File: src/rtl/uart_pkg.sv
// Shared UART constants, receiver state encoding and baud divider helper.
// Used by both receiver and transmitter so frame format stays in one place.
package uart_pkg;

    localparam int UART_OSR  = 16;
    localparam int DATA_BITS = 8;
    localparam int STOP_BITS = 1;

    typedef enum logic [2:0] {
        RX_IDLE,
        RX_START,
        RX_DATA,
        RX_STOP,
        RX_WAIT_IDLE
    } rx_state_t;

    function automatic int baud_div(input int f_clk, input int f_baud, input int osr);
        return f_clk / (f_baud * osr);
    endfunction

endpackage

File: src/rtl/uart_rx_os_if.sv
// Receiver line and byte-output bundle; slave side is the receiver itself.
// No handshake: done/frame_err are single-cycle pulses, rx_data holds.
interface uart_rx_os_if;
    import uart_pkg::*;

    logic                 rx;
    logic [DATA_BITS-1:0] rx_data;
    logic                 done;
    logic                 frame_err;
    logic                 busy;

    modport master (output rx, input rx_data, done, frame_err, busy);
    modport slave  (input rx, output rx_data, done, frame_err, busy);

endinterface

File: src/rtl/uart_baud_tick.sv
// Oversampling tick: one-cycle pulse every clk_freq/(baud_rate*OSR) clocks.
// Latency: restart zeroes the phase so the next tick lands a full period later; no backpressure.
module uart_baud_tick import uart_pkg::*; #(
    parameter int clk_freq  = 1536000,
    parameter int baud_rate = 9600,
    parameter int OSR       = UART_OSR
) (
    input  logic clk,
    input  logic rst,
    input  logic restart,
    output logic tick
);

    localparam int DIV = baud_div(clk_freq, baud_rate, OSR);
    localparam int CW  = (DIV >= 2) ? $clog2(DIV) : 1;
    localparam logic [CW-1:0] LAST = CW'(DIV - 1);

    if (DIV < 2) begin : g_div_too_small
        $error("uart_baud_tick: clk_freq/(baud_rate*OSR) must be at least 2");
    end

    logic [CW-1:0] cnt_q, cnt_d;

    always_comb begin
        cnt_d = cnt_q + 1'b1;
        if (restart || cnt_q == LAST) begin
            cnt_d = '0;
        end
    end

    assign tick = (cnt_q == LAST) && !restart;

    always_ff @(posedge clk or posedge rst) begin
        if (rst) begin
            cnt_q <= '0;
        end else begin
            cnt_q <= cnt_d;
        end
    end

endmodule

File: src/rtl/uart_rx_os.sv
// 8N1 UART receiver, 16x oversampled, mid-bit sampling with false-start and break handling.
// Latency: done ~9.5 bit times + 3 clk after the start edge; no backpressure (pulse outputs).
module uart_rx_os import uart_pkg::*; #(
    parameter int clk_freq  = 1536000,
    parameter int baud_rate = 9600,
    parameter int OSR       = UART_OSR
) (
    input  logic         clk,
    input  logic         rst,
    uart_rx_os_if.slave  bus
);

    localparam int TW = $clog2(UART_OSR);
    localparam logic [TW-1:0] MID_TICK  = TW'(UART_OSR / 2 - 1);
    localparam logic [TW-1:0] LAST_TICK = TW'(UART_OSR - 1);
    localparam logic [2:0]    LAST_BIT  = 3'(DATA_BITS - 1);

    if (OSR != UART_OSR) begin : g_osr_fixed
        $error("uart_rx_os: only OSR = 16 is supported");
    end

    logic                 sync1_q, sync1_d;
    logic                 sync2_q, sync2_d;
    logic                 rx_prev_q, rx_prev_d;
    rx_state_t            state_q, state_d;
    logic [TW-1:0]        tick_cnt_q, tick_cnt_d;
    logic [2:0]           bit_cnt_q, bit_cnt_d;
    logic [DATA_BITS-1:0] shift_q, shift_d;
    logic [DATA_BITS-1:0] rx_data_q, rx_data_d;
    logic                 done_q, done_d;
    logic                 frame_err_q, frame_err_d;
    logic                 busy_q, busy_d;

    logic rx_s;
    logic start_edge;
    logic restart;
    logic tick;

    uart_baud_tick #(
        .clk_freq  (clk_freq),
        .baud_rate (baud_rate),
        .OSR       (OSR)
    ) u_tick (
        .clk     (clk),
        .rst     (rst),
        .restart (restart),
        .tick    (tick)
    );

    always_comb begin
        sync1_d     = bus.rx;
        sync2_d     = sync1_q;
        rx_prev_d   = sync2_q;
        rx_s        = sync2_q;
        start_edge  = rx_prev_q & ~rx_s;
        restart     = 1'b0;
        state_d     = state_q;
        tick_cnt_d  = tick_cnt_q;
        bit_cnt_d   = bit_cnt_q;
        shift_d     = shift_q;
        rx_data_d   = rx_data_q;
        done_d      = 1'b0;
        frame_err_d = 1'b0;

        case (state_q)
            RX_IDLE: begin
                if (start_edge) begin
                    state_d    = RX_START;
                    tick_cnt_d = '0;
                    restart    = 1'b1;
                end
            end
            RX_START: begin
                if (tick) begin
                    tick_cnt_d = tick_cnt_q + 1'b1;
                    if (tick_cnt_q == MID_TICK) begin
                        tick_cnt_d = '0;
                        bit_cnt_d  = '0;
                        state_d    = rx_s ? RX_IDLE : RX_DATA;
                    end
                end
            end
            RX_DATA: begin
                // tick_cnt wraps 15 -> 0, so each bit window starts at zero
                if (tick) begin
                    tick_cnt_d = tick_cnt_q + 1'b1;
                    if (tick_cnt_q == LAST_TICK) begin
                        shift_d   = {rx_s, shift_q[DATA_BITS-1:1]};
                        bit_cnt_d = bit_cnt_q + 1'b1;
                        if (bit_cnt_q == LAST_BIT) begin
                            state_d = RX_STOP;
                        end
                    end
                end
            end
            RX_STOP: begin
                if (tick) begin
                    tick_cnt_d = tick_cnt_q + 1'b1;
                    if (tick_cnt_q == LAST_TICK) begin
                        if (rx_s) begin
                            rx_data_d = shift_q;
                            done_d    = 1'b1;
                            state_d   = RX_IDLE;
                        end else begin
                            frame_err_d = 1'b1;
                            state_d     = RX_WAIT_IDLE;
                        end
                    end
                end
            end
            RX_WAIT_IDLE: begin
                // Any low sample restarts the 16-tick idle qualification
                if (!rx_s) begin
                    tick_cnt_d = '0;
                end else if (tick) begin
                    tick_cnt_d = tick_cnt_q + 1'b1;
                    if (tick_cnt_q == LAST_TICK) begin
                        state_d = RX_IDLE;
                    end
                end
            end
            default: begin
                state_d = RX_IDLE;
            end
        endcase

        busy_d = (state_d != RX_IDLE);
    end

    always_ff @(posedge clk or posedge rst) begin
        if (rst) begin
            sync1_q     <= 1'b1;
            sync2_q     <= 1'b1;
            rx_prev_q   <= 1'b1;
            state_q     <= RX_IDLE;
            tick_cnt_q  <= '0;
            bit_cnt_q   <= '0;
            shift_q     <= '0;
            rx_data_q   <= '0;
            done_q      <= 1'b0;
            frame_err_q <= 1'b0;
            busy_q      <= 1'b0;
        end else begin
            sync1_q     <= sync1_d;
            sync2_q     <= sync2_d;
            rx_prev_q   <= rx_prev_d;
            state_q     <= state_d;
            tick_cnt_q  <= tick_cnt_d;
            bit_cnt_q   <= bit_cnt_d;
            shift_q     <= shift_d;
            rx_data_q   <= rx_data_d;
            done_q      <= done_d;
            frame_err_q <= frame_err_d;
            busy_q      <= busy_d;
        end
    end

    assign bus.rx_data   = rx_data_q;
    assign bus.done      = done_q;
    assign bus.frame_err = frame_err_q;
    assign bus.busy      = busy_q;

endmodule

File: src/flat_wrapper.sv
// flat-port wrapper written by rule: the top's interface ports become plain ports
module uart_rx_os_flat import uart_pkg::*;
#(
    parameter int clk_freq  = 1536000,
    parameter int baud_rate = 9600,
    parameter int OSR       = UART_OSR
)
  (clk, rst, bus_rx, bus_rx_data, bus_done, bus_frame_err, bus_busy);
  uart_rx_os_if bus_i ();
  input  logic clk;
  input  logic rst;
  input wire logic [$bits(bus_i.rx)-1:0] bus_rx;
  output wire logic [$bits(bus_i.rx_data)-1:0] bus_rx_data;
  output wire logic [$bits(bus_i.done)-1:0] bus_done;
  output wire logic [$bits(bus_i.frame_err)-1:0] bus_frame_err;
  output wire logic [$bits(bus_i.busy)-1:0] bus_busy;
  assign bus_i.rx = bus_rx;
  assign bus_rx_data = bus_i.rx_data;
  assign bus_done = bus_i.done;
  assign bus_frame_err = bus_i.frame_err;
  assign bus_busy = bus_i.busy;
  uart_rx_os #(.clk_freq(clk_freq), .baud_rate(baud_rate), .OSR(OSR)) u_core (.clk(clk), .rst(rst), .bus(bus_i));
endmodule
File: config.mk
export PLATFORM = sky130hd
export DESIGN_NAME = uart_rx_os_flat
export DESIGN_NICKNAME = d
export VERILOG_FILES = /design/src/rtl/uart_pkg.sv /design/src/rtl/uart_rx_os_if.sv /design/src/rtl/uart_baud_tick.sv /design/src/rtl/uart_rx_os.sv /design/src/flat_wrapper.sv
export SDC_FILE = /design/constraint.sdc
export NUM_CORES = 1
export LEC_CHECK = 0
export ABC_CLOCK_PERIOD_IN_PS = 1700
export BUFFER_PORTS_ARGS = -buffer_cell sky130_fd_sc_hd__buf_2
export CELL_PAD_IN_SITES_DETAIL_PLACEMENT = 1
export CELL_PAD_IN_SITES_GLOBAL_PLACEMENT = 1
export CORE_MARGIN = 3
export CORE_UTILIZATION = 37
export DETAILED_ROUTE_END_ITERATION = 8
export HOLD_SLACK_MARGIN = 0.03
export PLACE_DENSITY = 0.69
export REMOVE_ABC_BUFFERS = 1
export SLEW_MARGIN = 10
export SYNTH_ARGS = -nofsm -noshare
export SYNTH_HDL_FRONTEND = slang
export SYNTH_SLANG_ARGS = --single-unit
File: constraint.sdc
create_clock -name clk -period 1.7 [get_ports clk]
set_clock_uncertainty 0.1 [all_clocks]
set_input_delay 0.085 -clock clk [delete_from_list [all_inputs] [get_ports clk]]
set_output_delay 0.085 -clock clk [all_outputs]
set_load 0.02 [all_outputs]
======== Yosys cells after proc, flatten, opt, wreduce, memory -nomap -nowiden ========
Index checks and enable logic that the tools add are counted.
word-level totals
  flip-flop bits (word level) ............. 36
  bits of input ports ..................... 3
  output and inout port bits .............. 11
  logic and storage cells ................. 78
cells by class
  add/sub/neg operators ................... 3
  equal/unequal tests ..................... 13
  multiplexer cells ....................... 36
  bitwise gates (word level) .............. 2
  reductions and logical operators ........ 12
operator list
  operator             count
  $mux 3               16
  $mux 4               6
  $pmux 4 s4           1
  $pmux 3 s5           1
  $mux 1               10
  $ne 2x1->1 const B   5
  $add 4x1->4 const B  2
  $eq 4x4->1 const B   2
  $eq 3x2->1 const B   2
  $eq 3x3->1 const B   2
  $pmux 3 s2           1
  $reduce_and 3->1     2
  $reduce_and 5->1     1
  $eq 4x3->1 const B   1
  $reduce_and 4->1     1
  $reduce_bool 4->1    1
  $add 3x1->3 const B  1
  $eq 3x1->1 const B   1
  $logic_not 3->1      1
  $reduce_bool 3->1    1
  $mux 2               1
  $reduce_bool 2->1    1
  $reduce_or 2->1      1
  $and 1x1->1          1
  4 further kinds      4

======== Longest topological paths before layout ========
Gate-level depths: netlist of the first run.
  word-level depth ........................ 10
  gate-level depth with buffers ........... 7
  gate-level depth less buffers ........... 6

======== Hierarchy ========
Synthesis of the first run repeated with hierarchy kept, for this count alone.
unflattened totals
  cell total of the unflattened synthesis .. 132
  area total of the unflattened synthesis .. 1647.8 µm²
by module, submodules not included
  module          times used  cells each  area each (µm²)  sequential area each (µm²)
  uart_rx_os      1           111         1438.9           804.5
  uart_baud_tick  1           21          209.0            100.1

======== Worst setup path after synthesis of the first run ========
OpenSTA, ideal clock, no wires.
  kind .................................... reg2reg
  start point ............................. register u_core.u_tick.cnt_q[1]
  end point ............................... register u_core.shift_q[0]
  library setup time ...................... 125 ps
  arrival time ............................ 1591 ps
  required time ........................... 1475 ps
  path slack .............................. -115 ps
  stages on the path, launching flop included .. 6
  buffers on the path ..................... 0
  clock period less this slack ............ 1815 ps
  cells stage by stage .................... dfrtp_1 inv_1 ha_1 nand3b_2 nor4_4 mux2_2
between the ends
  word-level cells in the longest chain between the ends .. 3
ends and longest elaborated chain
  item                        line                  text
  start, declared             uart_baud_tick.sv:22  logic [CW-1:0] cnt_q, cnt_d;
  start signal, assigned      uart_baud_tick.sv:37  cnt_q <= cnt_d;
  $eq 4x4->1                  uart_baud_tick.sv:31  assign tick = (cnt_q == LAST) && !restart;
  $logic_and 1x1->1           uart_baud_tick.sv:31
  $reduce_and 3->1 (no line)  n/a
  end signal, assigned        uart_rx_os.sv:150     shift_q <= shift_d;
  end, declared               uart_rx_os.sv:28      logic [DATA_BITS-1:0] shift_q, shift_d;
Every way passes these cells.
A chain may end at the register's enable or synchronous reset.

======== Worst setup path in the final report of the first run ========
Same ends and word-level chain as after synthesis.

==> results.sh, run 1 <==
export IMPL_status="finished, violations left"
export IMPL_violations="negative setup slack"
export IMPL_r2r_start="u_core.u_tick.cnt_q[1]"
export IMPL_die_h_um=73.9
export IMPL_postRouteAntennaNets=0
export IMPL_p_per_area_nw_per_um2=970
export IMPL_min_path_cells=0
export IMPL_ys_seq_area_share_pct=53.0
export IMPL_grt_pass1_wl_mm=7.03
export IMPL_synth_ff_type="dfrtp_1"
export IMPL_drv_slew=0
export IMPL_cts_root_buf="clkbuf_8"
export IMPL_die_area_um2=5470
export IMPL_vias=1352
export IMPL_maxCapViolations=0
export IMPL_synth_edf_count=0
export IMPL_peakVddDrop_mv=0.521
export IMPL_hold_viol=0
export IMPL_numCtsBuffers=5
export IMPL_synth_distinct_cells=46
export IMPL_final_common_cell="buf_4"
export IMPL_num_rows=24
export IMPL_rsz0062_at_grt="yes"
export IMPL_cts_buffer_depth=2
export IMPL_required_ns=1.78
export IMPL_r2r_end="u_core.shift_q[0]"
export IMPL_antenna_found_initial=0
export IMPL_start_kind="flop"
export IMPL_io_buffer_count=13
export IMPL_grt_max_degree=37
export IMPL_firstDrtPassIters=4
export IMPL_reg2reg_depth=6
export IMPL_wl_per_cell_um=17.9
export IMPL_rrSetupSlack_ns=-0.03
export IMPL_path_class="reg2reg"
export IMPL_yosys_warnings=0
export IMPL_hold_start="u_core.sync1_q"
export IMPL_htree_levels=2
export IMPL_viasPerCell=5.32
export IMPL_fin_crit_sh_pct=102
export IMPL_grt_util_all_layers_pct=17.0
export IMPL_cp_arrival_ns=1.81
export IMPL_core_area_um2=4410
export IMPL_crit_path_end_kind="flop"
export IMPL_tightest_slew_ns=0.456
export IMPL_antenna_cells=0
export IMPL_drc_errors=0
export IMPL_ys_seq_elements=36
export IMPL_die_x_um=73.9
export IMPL_relSlewSlack_pct=69.6
export IMPL_finalWirelength_mm=4.55
export IMPL_final_nets=209
export IMPL_drive_above_1_share_pct=53.5
export IMPL_finalWorstSetupSlack_ns=-0.0341
export IMPL_holdWs_ns=0.259
export IMPL_grt_pass1_vias=1440
export IMPL_avgSynthCellArea_um2=11.7
export IMPL_layout_common_cells="buf_4 (34), dfrtp_1 (31), buf_2 (13)"
export IMPL_syn_inst=146
export IMPL_synth_area_um2=1710
export IMPL_area_delta_synth_final_pct=41.2
export IMPL_clk_latency_ns=0.29
export IMPL_grt_ovfl_total=0
export IMPL_drtIter0Drc=55
export IMPL_place_congestion=0.835
export IMPL_setup_violations=8
export IMPL_cts_tree="done"
export IMPL_cts_sinks=36
export IMPL_synthArstFlopShare_pct=100
export IMPL_finalCriticalPeriod_ns=1.73
export IMPL_hp_class="reg2reg"
export IMPL_ioPinCount=14
export IMPL_cts_reportedPaths_clkPinSlew_ns=0.07
export IMPL_hold_end="u_core.rx_prev_d"
export IMPL_power_leakage_nw=1.17
export IMPL_fmax_ghz=0.577
export IMPL_place_ws_ns=-0.129
export IMPL_start_util_pct=38.7
export IMPL_dp_hpwl_mm=2.88
export IMPL_critPathMaxFanout=8
==> critical path, cell delays in order, from the launching register on <==
cell and delay (ns):
dfrtp_1 0.40, inv_2 0.08, ha_4 0.14, nand3b_4 0.11
nor4_4 0.29, buf_6 0.20, mux2_4 0.31
==> worst max path at each step <==
stage | end | start | cells after the start | slack (ns)
floorplan | u_core.shift_q[0] | u_core.u_tick.cnt_q[1] | 5 | -0.12
global placement | u_core.shift_q[5] | u_core.tick_cnt_q[0] | 6 | -0.07
detailed placement | u_core.bus.rx_data[0] | u_core.u_tick.cnt_q[1] | 6 | -0.13
CTS | u_core.shift_q[6] | u_core.tick_cnt_q[1] | 6 | -0.07
global route | u_core.shift_q[6] | u_core.u_tick.cnt_q[1] | 6 | -0.10
finish | u_core.shift_q[0] | u_core.u_tick.cnt_q[1] | 6 | -0.03
==> flip-flops by register name (all words and copies together) (netlist names), 3 cells and up <==
name                 flops
u_core.shift_q           8
u_core.bus.rx_data       8
u_core.state_q           3
u_core.tick_cnt_q        4
u_core.bit_cnt_q         3
u_core.u_tick.cnt_q      4
==> routing by layer <==
layer	share of wire, %	GRT usage (%)	up-vias	wire length (um)
li1	-	-	638	-
met1	43	21.1	688	1960
met2	53	28.6	16	2390
met3	2.2	4.86	10	100
met4	2.1	5.23	0	97
met5	0	0	-	0
==> final cells by class <==
cell class / instances / area [um^2]
timing repair buffer: 53 / 385
clock inverter: 1 / 7.51
clock buffer: 7 / 86.3
inverter: 6 / 22.5
tap: 52 / 65.1
multi-input combinational: 99 / 938
sequential: 36 / 907
fill: 474 / 2000
==> where the power goes <==
group / internal [mW] / switching [mW]
Sequential: 0.945 / 0.0880
Clock: 0.329 / 0.313
Combinational: 0.363 / 0.302
==> cell families (layout without fill, tap and decap cells) <==
kind of cell | after synthesis | count (layout) | synth area share [%]
AO/OA/AOI/OAI | 26 | 26 | 11.0
XOR/XNOR | 2 | 2 | 1.03
adder cells (fa/ha/maj) | 5 | 5 | 3.66
buffers and inverters | 12 | 67 | 3.22
flip-flops | 36 | 36 | 53.0
multiplexers | 19 | 19 | 12.3
AND/OR/NAND/NOR | 46 | 47 | 15.8
==> stage by stage <==
stage                     power [mW]  instances  TNS (ns)  util (%)  instance area [um^2]
final                           2.34        254    -0.211      54.6                  2410
after global routing            2.49        254     -1.53      54.6                  2410
after CTS                       2.24        246    -0.670      50.9                  2240
after detailed placement        1.52        232     -1.91      45.5                  2010
after global placement          1.49        232    -0.994      45.5                  2010
after floorplan                 1.29        140     -1.30         -                  1680
==> synthesized netlist by cell type (2+ instances only) <==
cell / n / area share [%]
and2_1: 2 / 0.73
buf_2: 2 / 0.59
nand2_1: 11 / 2.4
nand3_1: 3 / 0.88
dfrtp_1: 33 / 48
mux2i_1: 3 / 1.8
nor2b_1: 2 / 0.73
a21oi_1: 3 / 0.88
inv_1: 6 / 1.3
nand2b_1: 2 / 0.73
a22o_1: 2 / 1.0
clkbuf_1: 2 / 0.44
a31oi_1: 2 / 0.73
a21o_1: 3 / 1.3
dfstp_2: 3 / 4.6
nor2_1: 9 / 2.0
ha_1: 5 / 3.7
mux2_2: 16 / 11
nor3_1: 4 / 1.2
buf_4: 2 / 0.88
o21ai_0: 5 / 1.5
nand3b_1: 2 / 0.88
==> timing repair <==
action                                 in CTS  in global routing
buffers inserted                            3                  8
gates resized for setup                    22                 25
endpoints found under the hold margin      34                  0
gates cloned                                1                  0
hold buffers                                2                  0
setup endpoints to repair                  20                 25
pin swaps                                   6                 16
Power figures use the tool's default switching activity.
==> run 2: changes to the inputs <==
Settings changed: BUFFER_PORTS_ARGS -buffer_cell sky130_fd_sc_hd__buf_2 to unset, DONT_BUFFER_PORTS set to 1, PLACE_DENSITY 0.69 to 0.66.
==> run 2 against run 1 <==
  * The flow still finishes with violations (negative setup slack)
  * First-iteration DRC count is 35% higher
  * Count of clock-buffer cells in the layout down 2
  * Maximum frequency hardly changed
  * Critical path depth unchanged
  * Combinational power is 3.2% lower
  * Die area unchanged
  * Largest cell class is now sequential cells
==> results.sh, run 2 (synthesis results as in run 1) <==
export IMPL_status="finished, violations left"
export IMPL_violations="negative setup slack"
export IMPL_grt_ovfl_total=0
export IMPL_die_h_um=73.9
export IMPL_dpl_cell_count=224
export IMPL_grt_pass1_wl_mm=7.10
export IMPL_antenna_found_initial=0
export IMPL_power_leakage_nw=1.09
export IMPL_critPathMaxFanout=8
export IMPL_crit_path_top_delay_cell="dfrtp_1"
export IMPL_drtIter0Drc=74
export IMPL_worst_path_largest_cell_delay_ns=0.40
export IMPL_fillers=479
export IMPL_rrSetupSlack_ns=-0.04
export IMPL_grt_max_degree=37
export IMPL_critPathBufInv=2
export IMPL_start_kind="flop"
export IMPL_core_area_um2=4410
export IMPL_start_util_pct=38.7
export IMPL_cts_buffer_depth=2
export IMPL_required_ns=1.78
export IMPL_viasPerCell=5.40
export IMPL_postRouteAntennaNets=0
export IMPL_peakVddDrop_mv=0.667
export IMPL_total_power_mw=2.43
export IMPL_fin_cells=244
export IMPL_critPathTopFamily="flip-flops"
export IMPL_relSlewSlack_pct=69.1
export IMPL_drc_errors=0
export IMPL_dp_hpwl_mm=3.06
export IMPL_layout_common_cells="buf_4 (40), dfrtp_1 (30), mux2_2 (16)"
export IMPL_num_rows=24
export IMPL_htree_levels=2
export IMPL_ioPinCount=14
export IMPL_place_area_um2=1980
export IMPL_clk_latency_ns=0.29
export IMPL_drv_slew=0
export IMPL_area_delta_synth_final_pct=34.1
export IMPL_fin_area_um2=2290
export IMPL_cts_tree="done"
export IMPL_antenna_cells=0
export IMPL_io_buffer_count=0
export IMPL_setup_tns_ns=-0.198
export IMPL_wl_per_cell_um=18.3
export IMPL_finalCriticalPeriod_ns=1.74
export IMPL_cts_sinks=36
export IMPL_setup_violations=8
export IMPL_final_nets=199
export IMPL_reg2reg_depth=6
export IMPL_maxCapViolations=0
export IMPL_vias=1317
export IMPL_p_per_area_nw_per_um2=1060
export IMPL_place_congestion=0.876
export IMPL_fin_crit_sh_pct=102
export IMPL_die_x_um=73.9
export IMPL_finalWirelength_mm=4.46
export IMPL_rsz0062_at_grt="yes"
export IMPL_drive_above_1_share_pct=49.5
export IMPL_cts_root_buf="clkbuf_8"
export IMPL_path_class="reg2reg"
export IMPL_grt_pass1_vias=1445
export IMPL_fmax_ghz=0.576
export IMPL_setup_worst_path_start="u_core.u_tick.cnt_q[1]"
export IMPL_hold_viol=0
export IMPL_cp_arrival_ns=1.81
export IMPL_numCtsBuffers=5
export IMPL_finalWorstSetupSlack_ns=-0.0351
export IMPL_crit_path_end_kind="flop"
export IMPL_tightest_slew_ns=0.463
export IMPL_grt_util_all_layers_pct=17.7
export IMPL_final_common_cell="buf_4"
export IMPL_firstDrtPassIters=4
export IMPL_r2r_end="u_core.shift_q[1]"
export IMPL_crit_chain="inv_2, ha_4, nand3b_4, nor4_4, buf_6, mux2_2"
export IMPL_hp_class="in2async"
export IMPL_r2r_start="u_core.u_tick.cnt_q[1]"
export IMPL_die_area_um2=5470
export IMPL_cts_reportedPaths_clkPinSlew_ns=0.07
-- run 2: layout make-up --
class | count | area (um^2) | share of cell area, %
repair buffers | 44 | 343 | 15.0
multi-input cells | 98 | 840 | 36.7
well taps | 52 | 65.1 | 2.84
clock inverters | 3 | 42.5 | 1.86
inverters | 6 | 22.5 | 0.984
clock buffers | 5 | 68.8 | 3.01
flip-flops and latches | 36 | 908 | 39.7
-- run 2: repair_timing --
action / CTS / global route
hold buffers: 2 / 0
pin swaps: 3 / 3
endpoints found under the hold margin: 37 / 0
endpoints found under the setup margin: 22 / 24
buffers inserted: 4 / 6
resized for setup: 15 / 10
-- run 2: power breakdown --
part	internal, mW	switching (mW)	total (mW)
sequential	0.945	0.0931	1.04
combinational	0.355	0.288	0.643
clock	0.434	0.319	0.753
-- run 2: worst max path at each step --
stage | slack (ns) | end | depth (start not counted)
global placement | -0.08 | u_core.shift_q[7] | 4
floorplan | -0.12 | u_core.shift_q[0] | 5
CTS | -0.03 | u_core.shift_q[1] | 6
global route | -0.11 | u_core.shift_q[7] | 6
finish | -0.04 | u_core.shift_q[1] | 6
detailed placement | -0.15 | u_core.shift_q[1] | 4
-- run 2: per-layer routing --
metal  track usage, %  part of all wire (%)  up-vias
li1                 -                     -      611
met2             30.0                    56       13
met3             4.86                   2.5        4
met4             7.44                   1.0        0
met5                0                     0        -
met1             21.1                    40      689
-- run 2: per-stage QoR --
step                      setup WS [ns]  util (%)  hold WS, ns
final                           -0.0351      51.9        0.238
after CTS                       -0.0260      49.9        0.219
after detailed placement         -0.148      44.9      -0.0104
after global placement          -0.0763      44.9      -0.0104
after global routing             -0.114      51.9        0.231
after floorplan                  -0.115         -      -0.0105
-- run 2: worst reg2reg max path, delay by kind of cell, from the launching register on --
kind	cells	cell delay, ns
multiplexers	1	0.34
buffers and inverters	2	0.26
flip-flops	1	0.40
adder cells (fa/ha/maj)	1	0.14
AND/OR/NAND/NOR	2	0.39
==> run 3: changes to the inputs <==
Settings changed: RECOVER_POWER set to 100.
==> run 3 against run 2 <==
  * The flow still finishes with violations (negative setup slack)
  * Largest power group unchanged
  * Final area is 0.44% lower
  * Sequential power is essentially flat
  * Global-route usage is the same
  * First-iteration DRC count down 18%
  * Wire length increased by 0.18%
==> results.sh, run 3 (synthesis results as in run 1) <==
export IMPL_status="finished, violations left"
export IMPL_violations="negative setup slack"
export IMPL_start_util_pct=38.7
export IMPL_drv_slew=0
export IMPL_vias=1310
export IMPL_fin_crit_sh_pct=102
export IMPL_p_per_area_nw_per_um2=1070
export IMPL_die_x_um=73.9
export IMPL_layout_common_cells="buf_4 (38), dfrtp_1 (30), mux2_2 (16)"
export IMPL_power_leakage_nw=1.08
export IMPL_critPathBufInv=2
export IMPL_place_congestion=0.876
export IMPL_worst_path_largest_cell_delay_ns=0.40
export IMPL_clk_latency_ns=0.29
export IMPL_dpl_cell_count=224
export IMPL_required_ns=1.78
export IMPL_finalWirelength_mm=4.46
export IMPL_grt_pass1_wl_mm=7.10
export IMPL_grt_max_degree=37
export IMPL_place_area_um2=1980
export IMPL_p_comb_share_pct=26.2
export IMPL_fin_area_um2=2280
export IMPL_peakVddDrop_mv=0.667
export IMPL_cts_reportedPaths_clkPinSlew_ns=0.07
export IMPL_wl_per_cell_um=18.3
export IMPL_r2r_end="u_core.shift_q[1]"
export IMPL_r2r_start="u_core.u_tick.cnt_q[1]"
export IMPL_total_power_mw=2.43
export IMPL_grt_pass1_vias=1445
export IMPL_num_rows=24
export IMPL_critPathMaxFanout=8
export IMPL_postRouteAntennaNets=0
export IMPL_finalCriticalPeriod_ns=1.74
export IMPL_tightest_slew_ns=0.898
export IMPL_cp_arrival_ns=1.81
export IMPL_relSlewSlack_pct=40.1
export IMPL_cts_buffer_depth=2
export IMPL_netSwitchingFraction_pct=28.8
export IMPL_reg2reg_depth=6
export IMPL_drc_errors=0
export IMPL_drive_above_1_share_pct=48.4
export IMPL_grt_ovfl_total=0
export IMPL_cts_sinks=36
export IMPL_fillers=478
export IMPL_final_common_cell="buf_4"
export IMPL_die_area_um2=5470
export IMPL_area_delta_synth_final_pct=33.5
export IMPL_fmax_ghz=0.576
export IMPL_path_class="reg2reg"
export IMPL_hold_start="bus_rx"
export IMPL_seq_power_share_pct=42.8
export IMPL_antenna_found_initial=0
export IMPL_crit_chain="inv_2, ha_4, nand3b_4, nor4_4, buf_6, mux2_2"
export IMPL_final_nets=199
export IMPL_die_h_um=73.9
export IMPL_firstDrtPassIters=4
export IMPL_numCtsBuffers=5
export IMPL_p_clk_share_pct=31.0
export IMPL_finalWorstSetupSlack_ns=-0.0356
export IMPL_dp_hpwl_mm=3.06
export IMPL_hold_viol=0
export IMPL_drtIter0Drc=61
export IMPL_cts_root_buf="clkbuf_8"
export IMPL_core_area_um2=4410
export IMPL_start_kind="flop"
export IMPL_rrSetupSlack_ns=-0.04
export IMPL_viasPerCell=5.37
export IMPL_crit_path_end_kind="flop"
export IMPL_holdWs_ns=0.239
export IMPL_min_path_cells=1
export IMPL_maxCapViolations=0
export IMPL_hold_end="u_core.sync1_q"
export IMPL_critPathTopFamily="flip-flops"
export IMPL_ioPinCount=14
export IMPL_fin_cells=244
export IMPL_hp_class="in2reg"
export IMPL_p_switching_uw=699
export IMPL_htree_levels=2
export IMPL_grt_util_all_layers_pct=17.7
export IMPL_intPower_mw=1.73
export IMPL_cts_tree="done"
export IMPL_antenna_cells=0
export IMPL_rsz0062_at_grt="yes"
export IMPL_crit_path_top_delay_cell="dfrtp_1"
export IMPL_setup_violations=9
export IMPL_io_buffer_count=0
==> run 3: worst max-delay path by stage <==
stage,slack (ns),start,depth (start not counted),end
floorplan,-0.12,u_core.u_tick.cnt_q[1],5,u_core.shift_q[0]
global placement,-0.08,u_core.state_q[1],4,u_core.shift_q[7]
detailed placement,-0.15,u_core.state_q[1],4,u_core.shift_q[1]
CTS,-0.03,u_core.u_tick.cnt_q[1],6,u_core.shift_q[1]
global route,-0.11,u_core.u_tick.cnt_q[1],6,u_core.shift_q[7]
finish,-0.04,u_core.u_tick.cnt_q[1],6,u_core.shift_q[1]
==> run 3: power groups by stage <==
| stage | sequential, mW | clock [mW] | combinational, mW |
|---|---|---|---|
| floorplan | 1.04 | 0 | 0.252 |
| global placement | 1.02 | 0 | 0.486 |
| detailed placement | 1.03 | 0 | 0.521 |
| CTS | 1.03 | 0.777 | 0.615 |
| global route | 1.05 | 0.817 | 0.705 |
| finish | 1.04 | 0.753 | 0.637 |
==> run 3: what timing repair did <==
item | CTS | global route
pin swaps | 3 | 3
endpoints found under the hold margin | 37 | 0
endpoints found under the setup margin | 22 | 24
hold buffers | 2 | 0
buffers inserted | 4 | 6
resized for setup | 15 | 10
==> run 3: area by class of cell <==
| cell class | count | area [um^2] | share of cell area, % |
|---|---|---|---|
| Multi-Input combinational cell | 98 | 835 | 36.6 |
| Inverter | 6 | 22.5 | 0.988 |
| Clock inverter | 3 | 42.5 | 1.87 |
| Tap cell | 52 | 65.1 | 2.85 |
| Sequential cell | 36 | 908 | 39.8 |
| Timing Repair Buffer | 44 | 338 | 14.8 |
| Clock buffer | 5 | 68.8 | 3.02 |
==> run 3: layer usage <==
layer / GRT usage, % / part of all wire (%) / up-vias
met1: 21.1 / 41 / 683
met4: 7.44 / 1.0 / 0
met2: 30.0 / 56 / 13
met3: 4.86 / 2.4 / 4
li1: - / - / 610
met5: 0 / 0 / -
==> run 3: through the flow <==
stage          util, %  TNS, ns  setup WS, ns
4_1_cts           49.9   -0.153       -0.0260
5_1_grt           51.6    -1.75        -0.114
3_3_place_gp      44.9    -1.01       -0.0763
2_1_floorplan        -    -1.30        -0.115
3_5_place_dp      44.9    -2.35        -0.148
6_report          51.6   -0.213       -0.0356
